<file path="config.mk">
export PLATFORM = sky130hd
export DESIGN_NAME = uart_receiver
export DESIGN_NICKNAME = d
export VERILOG_FILES = /design/src/rtl/uart_receiver.sv
export SDC_FILE = /design/constraint.sdc
export NUM_CORES = 1
export LEC_CHECK = 0
export ABC_AREA = 1
export ABC_CLOCK_PERIOD_IN_PS = 1800
export CAP_MARGIN = 40
export CORE_MARGIN = 10
export CORE_UTILIZATION = 55
export DETAILED_ROUTE_END_ITERATION = 6
export GPL_TIMING_DRIVEN = 0
export PLACE_DENSITY = 0.87
export SETUP_SLACK_MARGIN = 0.05
export SLEW_MARGIN = 15
export SYNTH_ARGS = -nofsm -noshare
export SYNTH_HDL_FRONTEND = slang
export SYNTH_SLANG_ARGS = --single-unit
</file>
<file path="constraint.sdc">
create_clock -name CLK -period 1.8 [get_ports CLK]
set_input_delay 0.36 -clock CLK [delete_from_list [all_inputs] [get_ports CLK]]
set_output_delay 0.36 -clock CLK [all_outputs]
set_load 0.02 [all_outputs]
</file>
<file path="src/rtl/uart_receiver.sv">
// 8N1-style UART receiver: 2-flop line synchronizer, start-bit qualification at
// mid-bit, LSB-first data sampling on the oversample tick, stop-bit framing check.
//
// state       | meaning
// ------------+----------------------------------------------------------
// WAIT_HIGH   | after reset or a bad stop bit; wait for the line to idle high
// IDLE        | line idle, watching for a falling edge (start bit)
// START       | counting to mid start bit to confirm it is not a glitch
// DATA        | sampling DATA_BITS data bits, one per OVERSAMPLE ticks
// STOP        | sampling the stop bit; publish byte or flag framing error
module uart_receiver #(
   parameter int DATA_BITS  = 8,
   parameter int OVERSAMPLE = 16
) (
   input  logic                 CLK,
   input  logic                 RST,
   input  logic                 Rx_CLK,
   input  logic                 RxD,
   output logic [DATA_BITS-1:0] Rx_Data,
   output logic                 Rx_Valid,
   output logic                 Frame_Err,
   output logic                 Rx_Busy
);

   localparam int SW = $clog2(OVERSAMPLE);
   localparam int BW = $clog2(DATA_BITS + 1);

   localparam logic [SW-1:0] HALF_M1  = SW'(OVERSAMPLE / 2 - 1);
   localparam logic [SW-1:0] FULL_M1  = SW'(OVERSAMPLE - 1);
   localparam logic [BW-1:0] LAST_BIT = BW'(DATA_BITS - 1);

   typedef enum logic [2:0] {
      S_WAIT_HIGH,
      S_IDLE,
      S_START,
      S_DATA,
      S_STOP
   } state_e;

   state_e                 state_q;
   logic                   rx_meta_q;
   logic                   rx_q;
   logic [SW-1:0]          sample_cnt_q;
   logic [BW-1:0]          bit_cnt_q;
   logic [DATA_BITS-1:0]   shift_q;
   logic [DATA_BITS-1:0]   data_q;
   logic                   valid_q;
   logic                   ferr_q;

   // Synchronizer resets high so reset release never looks like a start bit.
   always_ff @(posedge CLK) begin
      if (RST) begin
         rx_meta_q <= 1'b1;
         rx_q      <= 1'b1;
      end else begin
         rx_meta_q <= RxD;
         rx_q      <= rx_meta_q;
      end
   end

   always_ff @(posedge CLK) begin
      if (RST) begin
         state_q      <= S_WAIT_HIGH;
         sample_cnt_q <= '0;
         bit_cnt_q    <= '0;
         shift_q      <= '0;
         data_q       <= '0;
         valid_q      <= 1'b0;
         ferr_q       <= 1'b0;
      end else begin
         valid_q <= 1'b0;
         if (Rx_CLK) begin
            unique case (state_q)
               S_WAIT_HIGH: begin
                  if (rx_q) state_q <= S_IDLE;
               end
               S_IDLE: begin
                  if (!rx_q) begin
                     sample_cnt_q <= '0;
                     state_q      <= S_START;
                  end
               end
               S_START: begin
                  if (sample_cnt_q == HALF_M1) begin
                     if (!rx_q) begin
                        sample_cnt_q <= '0;
                        bit_cnt_q    <= '0;
                        state_q      <= S_DATA;
                     end else begin
                        state_q <= S_IDLE;
                     end
                  end else begin
                     sample_cnt_q <= sample_cnt_q + SW'(1);
                  end
               end
               S_DATA: begin
                  if (sample_cnt_q == FULL_M1) begin
                     shift_q      <= {rx_q, shift_q[DATA_BITS-1:1]};
                     sample_cnt_q <= '0;
                     bit_cnt_q    <= bit_cnt_q + BW'(1);
                     if (bit_cnt_q == LAST_BIT) state_q <= S_STOP;
                  end else begin
                     sample_cnt_q <= sample_cnt_q + SW'(1);
                  end
               end
               S_STOP: begin
                  if (sample_cnt_q == FULL_M1) begin
                     sample_cnt_q <= '0;
                     if (rx_q) begin
                        data_q  <= shift_q;
                        valid_q <= 1'b1;
                        ferr_q  <= 1'b0;
                        state_q <= S_IDLE;
                     end else begin
                        // Line may be in a break; insist on idle-high before rearming.
                        ferr_q  <= 1'b1;
                        state_q <= S_WAIT_HIGH;
                     end
                  end else begin
                     sample_cnt_q <= sample_cnt_q + SW'(1);
                  end
               end
               default: state_q <= S_WAIT_HIGH;
            endcase
         end
      end
   end

   assign Rx_Data   = data_q;
   assign Rx_Valid  = valid_q;
   assign Frame_Err = ferr_q;
   assign Rx_Busy   = (state_q == S_START) || (state_q == S_DATA) || (state_q == S_STOP);

endmodule

</file>
==> results of run 1 <==
[state kept, by name (all words and copies together) (netlist names)]
signal        flops
Frame_Err         1
Rx_Data           8
Rx_Valid          1
bit_cnt_q         4
rx_meta_q         1
rx_q              1
sample_cnt_q      4
shift_q           8
state_q           3
[placed cells by master, fill, tap and decap left out, drive strengths merged]
master / n
a21o: 1
a21oi: 17
buf: 3
bufinv: 1
clkbuf: 8
clkdlybuf4s50: 13
clkinv: 1
dfxtp: 31
ha: 2
inv: 20
nand2: 46
nand3: 20
nand3b: 2
nand4: 2
nor2: 20
nor3: 2
o211a: 1
o21ai: 18
or2: 2
xor2: 3
[cell type report]
cell class	count	area share
Multi-Input combinational cell	136	0.4228
Inverter	20	0.04412
Clock inverter	2	0.02059
Clock buffer	6	0.03015
Tap cell	30	0.02206
Sequential cell	31	0.3669
Buffer	4	0.01397
Timing Repair Buffer	14	0.07941
[power by group through the flow]
stage,logic [mW],registers (mW),clock network [mW]
final,0.604,0.827,0.567
after global routing,0.674,0.835,0.612
after CTS,0.607,0.825,0.581
after detailed placement,0.603,0.831,0
after global placement,0.578,0.826,0
after floorplan,0.471,0.814,0
[layer usage]
layer,track usage,wire length [um],vias to the layer above
met3,0.06416,226,4
met5,0,0,-
met4,0.05806,34,0
met2,0.2216,1654,35
li1,-,-,670
met1,0.1344,1299,596
[kinds of logic after synthesis]
group / count (synthesis) / synth area share
flip-flops: 31 / 0.4321
AND/OR/NAND/NOR: 94 / 0.3293
AO/OA/AOI/OAI: 37 / 0.1341
XOR/XNOR: 3 / 0.01830
buffers and inverters: 24 / 0.06881
adder cells (fa/ha/maj): 2 / 0.01742
[worst paths after layout]
path | endpoint | slack [ps] | cells after the start
worst max-delay path | Rx_Data[3] | 140 | 1
worst max register to register | Rx_Data[3] | 180 | 5
worst min-delay path | rx_q | 420 | 1
worst min register to register | rx_q | 420 | 1
[what timing repair did]
item                                    CTS  global route
gates resized for setup                   7             1
pin swaps                                 0             1
hold buffers                              0             0
endpoints found under the setup margin    1             1
==> impl_results.md, run 1 <==
- Status: finished, final reports clean
- Setup ws final: 144.4 ps
- Fmax: 604.0 MHz
- Count leader, synth: nand2_1
- Finished Core Util: 0.6869
- Final non-filler cell area: roughly 0.0017 mm^2
- Max-cap viol count: 0
- Sequential area share after synthesis: 0.4321
- Synthesis-stage register bit count: 31
- Area leader, netlist: dfxtp_1
- Clk sink count: 31
- CP startpoint: Rx_Data[3]
- Syn_nets: 197
- Logic pwr share: 0.302
- Post-synthesis cell area: 0.001436 mm^2
- Critical path class: reg -> out
- Sw Pwr: between 700 and 800 uW
- Hold WC Path Type: reg -> reg
- Fraction of registers with async set/reset: 0
- Total Power: 1.998 mW
- Total gr overflow: 0
- Initial antenna violation count: 0
- First-pass GRT wire length: 5.423 mm
- Slowest-stage cell, CP: clkdlybuf4s50_1
- LEAKAGE: 0.7094 nW
- Chip height: 71.11 um
- Cell family with most CP delay: buffers and inverters
- Post-Place Cells: 235
- Filler cell count: 218
- Finished Layout Cells: 243
- Initial Util: 0.5798
- Sum of routed wire length over all layers: 3.215 mm
- Antenna viol nets, final: 0
- Synth warnings: 0
- RSZ-0062 raised after global routing: false
- Post-synth top area share: 0.4321
- Worst setup SP type: register
- EDFF count, synth: 0
- Initial DRC Count: between 100 and 150
- TritonCTS Buffers: 5
- Vias in the first global route: between 1000 and 1500
- Clk pwr share: 0.284
- Vias per inst: 5.370
- Tot GR Track Use: 0.1313
- Crit path max fanout: 2
- Layout Skew: 5.758 ps
- Clock transition at path regs: 100 ps
- Maximum vdd drop: 849.9 uV
- Post CTS Setup Buffer Count: 0
- H-Tree Level Count: 2
- Unique masters post-synth: 27
- Final setup fails: 0
- I/O Pins: 15
- DIE WIDTH: around 71 um
- Final Critical Period: 1656 ps
- Pwr dens: 1174 mW/mm^2
- Die area: 0.005056 mm^2
- Worst-path cell chain: clkdlybuf4s50_1
- GPL Wtd Cong: 0.8683
- DR vias: 1305
- Clk_lat worst skew: 330 ps
- Pre-antenna DRT Iters: 4
- Share of layout cells above drive strength 1: 0.1549
- Largest net degree at the start of global routing: 11
- Max-Slew Margin vs Limit: 0.7480
- FF/Latch Area: roughly 620 um^2
- Nets: 218
- Multi-input gate area: around 720 um^2
- CP endpoint kind: output pin
- Sw Share: 0.3679
- Top FF cell, synth: dfxtp_1
- Hold Worst Slack: ~420 ps
- Area Overhead vs Synth: 18.47%
- Arr. time, crit path: 1300 ps
- Cell row count: 18
- Flop pwr share: 0.414
- Final hold vios: 0
- Worst slack, placed: -51.11 ps
- Setup_tns: 0 ps
- # diodes: 0
- Pin slew with the least headroom to its limit: roughly 380 ps
- Port buffer count: 14
- CTS tree: built
- Final Max Slew Viols: 0
- Core area: roughly 0.0025 mm^2
- Cells after Synth: between 150 and 200
- Crit path buf inv count: 1
- CTS root buf: clkbuf_4
- Commonest cells post-synth: nand2_1 (40), dfxtp_1 (31), inv_1 (19), nand3_1 (18), a21oi_1 (17)
- DR WL/cell: 13.23 um
- CP required: roughly 1400 ps
- Ranking of synthesized cells by area: dfxtp_1 (43%), nand2_1 (10%), nand3_1 (6.3%)
- Worst hold start: rx_meta_q
- HPWL Detailed: 2.290 mm
- Crit Reg-Reg Startpoint: sample_cnt_q[0]
- Largest stage delay on the critical path: between 600 and 700 ps
- Internal power: 1.263 mW
- Dpl cell area: 0.001614 mm^2
- Max Buffers Root-to-Sink: 2
- Synth Area per Inst: 7.520 um^2
- Period utilization: 0.9198
- DRC viols: 0
(Power assumes the default switching activity.)
==> run 2: changes to the inputs <==
--- a/config.mk
+++ b/config.mk
@@ -9,10 +9,10 @@
 export ABC_CLOCK_PERIOD_IN_PS = 1800
 export CAP_MARGIN = 40
 export CORE_MARGIN = 10
-export CORE_UTILIZATION = 55
+export CORE_UTILIZATION = 25
 export DETAILED_ROUTE_END_ITERATION = 6
 export GPL_TIMING_DRIVEN = 0
-export PLACE_DENSITY = 0.87
+export PLACE_DENSITY = 0.51
 export SETUP_SLACK_MARGIN = 0.05
 export SLEW_MARGIN = 15
 export SYNTH_ARGS = -nofsm -noshare
==> impl_results.md, run 2 (synthesis results as in run 1) <==
- Status: finished, final reports clean
- Chip height: 95.80 um
- Pwr dens: 1145 mW/mm^2
- Crit Reg-Reg Startpoint: sample_cnt_q[0]
- Nets: about 220
- Clk_lat worst skew: between 200 and 300 ps
- Max Buffers Root-to-Sink: 2
- Worst setup SP type: register
- # diodes: 0
- Area Overhead vs Synth: 23.87%
- Maximum vdd drop: 344.9 uV
- TritonCTS Buffers: 5
- Initial DRC Count: 85
- Final Max Slew Viols: 0
- DR vias: 1235
- Layout Skew: about 3.2 ps
- DRC viols: 0
- Sw Share: 0.3701
- H-Tree Level Count: 2
- Fmax: 624.5 MHz
- Internal power: 1.284 mW
- Worst hold start: rx_meta_q
- First-pass GRT wire length: ~5.6 mm
- Largest stage delay on the critical path: 620 ps
- Post-Place Cells: 277
- CP startpoint: Rx_Data[7]
- CP endpoint kind: output pin
- DR WL/cell: between 10 and 15 um
- Initial antenna violation count: 0
- Largest net degree at the start of global routing: 11
- HPWL Detailed: 2.290 mm
- Worst-path cell chain: clkdlybuf4s50_1
- CTS tree: built
- Period utilization: 0.8896
- DIE WIDTH: ~96 um
- Die area: 0.009178 mm^2
- Clk pwr share: 0.301
- Flop pwr share: 0.405
- Final hold vios: 0
- RSZ-0062 raised after global routing: true
- Clk sink count: 31
- Final Critical Period: 1601 ps
- Crit path max fanout: 2
- Finished Layout Cells: 285
- Logic pwr share: 0.294
- I/O Pins: 15
- CTS root buf: clkbuf_8
- Port buffer count: 14
- Initial Util: 0.2593
- Hold WC Path Type: reg -> reg
- Setup_tns: 0 ps
- Sw Pwr: 754.1 uW
- Max-cap viol count: 0
- Share of layout cells above drive strength 1: 0.1549
- Cell row count: 27
- Core area: 0.005540 mm^2
- Reg-to-reg slack, setup: between 200 and 250 ps
- GPL Wtd Cong: 0.7742
- Vias in the first global route: 1200
- Max-Slew Margin vs Limit: 0.7130
- Sum of routed wire length over all layers: 3.122 mm
- Pre-antenna DRT Iters: 4
- Slowest-stage cell, CP: clkdlybuf4s50_1
- Antenna viol nets, final: 0
- Crit path buf inv count: 1
- Cell family with most CP delay: buffers and inverters
- Tot GR Track Use: 0.07739
- Clock transition at path regs: 70 ps
- Filler cell count: 613
- Final setup fails: 0
- Critical path class: reg -> out
- Arr. time, crit path: 1240 ps
- LEAKAGE: 0.7118 nW
- CP required: 1440 ps
- Commonest non-fill, non-tap cell in the layout: nand2_1
- Vias per inst: 4.333
- Total gr overflow: 0
- Pin slew with the least headroom to its limit: 430.5 ps
- Total Power: 2.038 mW
- Commonest non-fill, non-tap cells in the layout: nand2_1 (39), dfxtp_1 (28), inv_1 (19), nand3_1 (18), a21oi_1 (17)
-- run 2: power groups by stage --
stage | logic, mW | registers [mW] | clock network (mW)
after global placement | 0.612 | 0.832 | 0
after global routing | 0.690 | 0.834 | 0.666
after detailed placement | 0.613 | 0.830 | 0
after CTS | 0.618 | 0.824 | 0.635
final | 0.600 | 0.825 | 0.613
after floorplan | 0.471 | 0.814 | 0
-- run 2: area by class of cell --
class,instances,area (um^2),share of cell area
Buffer,4,23.77,0.01336
Clock buffer,7,96.34,0.05415
Clock inverter,1,7.507,0.004219
Inverter,20,75.07,0.04219
Multi-Input combinational cell,136,726.9,0.4086
Sequential cell,31,624.3,0.3509
Tap cell,72,90.09,0.05063
Timing Repair Buffer,14,135.1,0.07595
-- run 2: path summary, 6_finish.rpt --
path,to,depth (start not counted)
max,Rx_Data[7],1
min,rx_q,1
max reg2reg,shift_q[6],7
min reg2reg,rx_q,1
-- run 2: worst register-to-register path, stage by stage (launching register included) --
cell,delay [ps]
dfxtp_1,390
ha_1,260
nand3_2,190
nor2_1,160
nand2_2,120
buf_6,170
o21ai_1,140
a21oi_1,60
-- run 2: what timing repair did --
item	CTS	global route
pin swaps	0	1
setup buffers	0	0
setup endpoints to repair	1	4
gates resized for setup	7	2
hold buffers	0	0
-- run 2: per-layer routing --
layer / global-route usage / part of all wire / vias up / routed length, um
met4: 0.03686 / 0.017 / 0 / 54
met2: 0.1219 / 0.47 / 11 / 1456
li1: - / - / 668 / -
met5: 0 / 0 / - / 0
met3: 0.03191 / 0.043 / 5 / 135
met1: 0.08942 / 0.47 / 551 / 1476
-- run 2: stage by stage --
step	util	instance area [um^2]	worst slack, ps	hold slack [ps]
final	0.3211	1779	198.8	409.2
after global routing	0.3211	1779	24.19	423.0
after CTS	0.3209	1778	102.1	412.1
after detailed placement	0.3008	1667	-87.08	395.8
after global placement	0.3008	1667	-106.4	391.8
after floorplan	-	1436	451.0	389.5
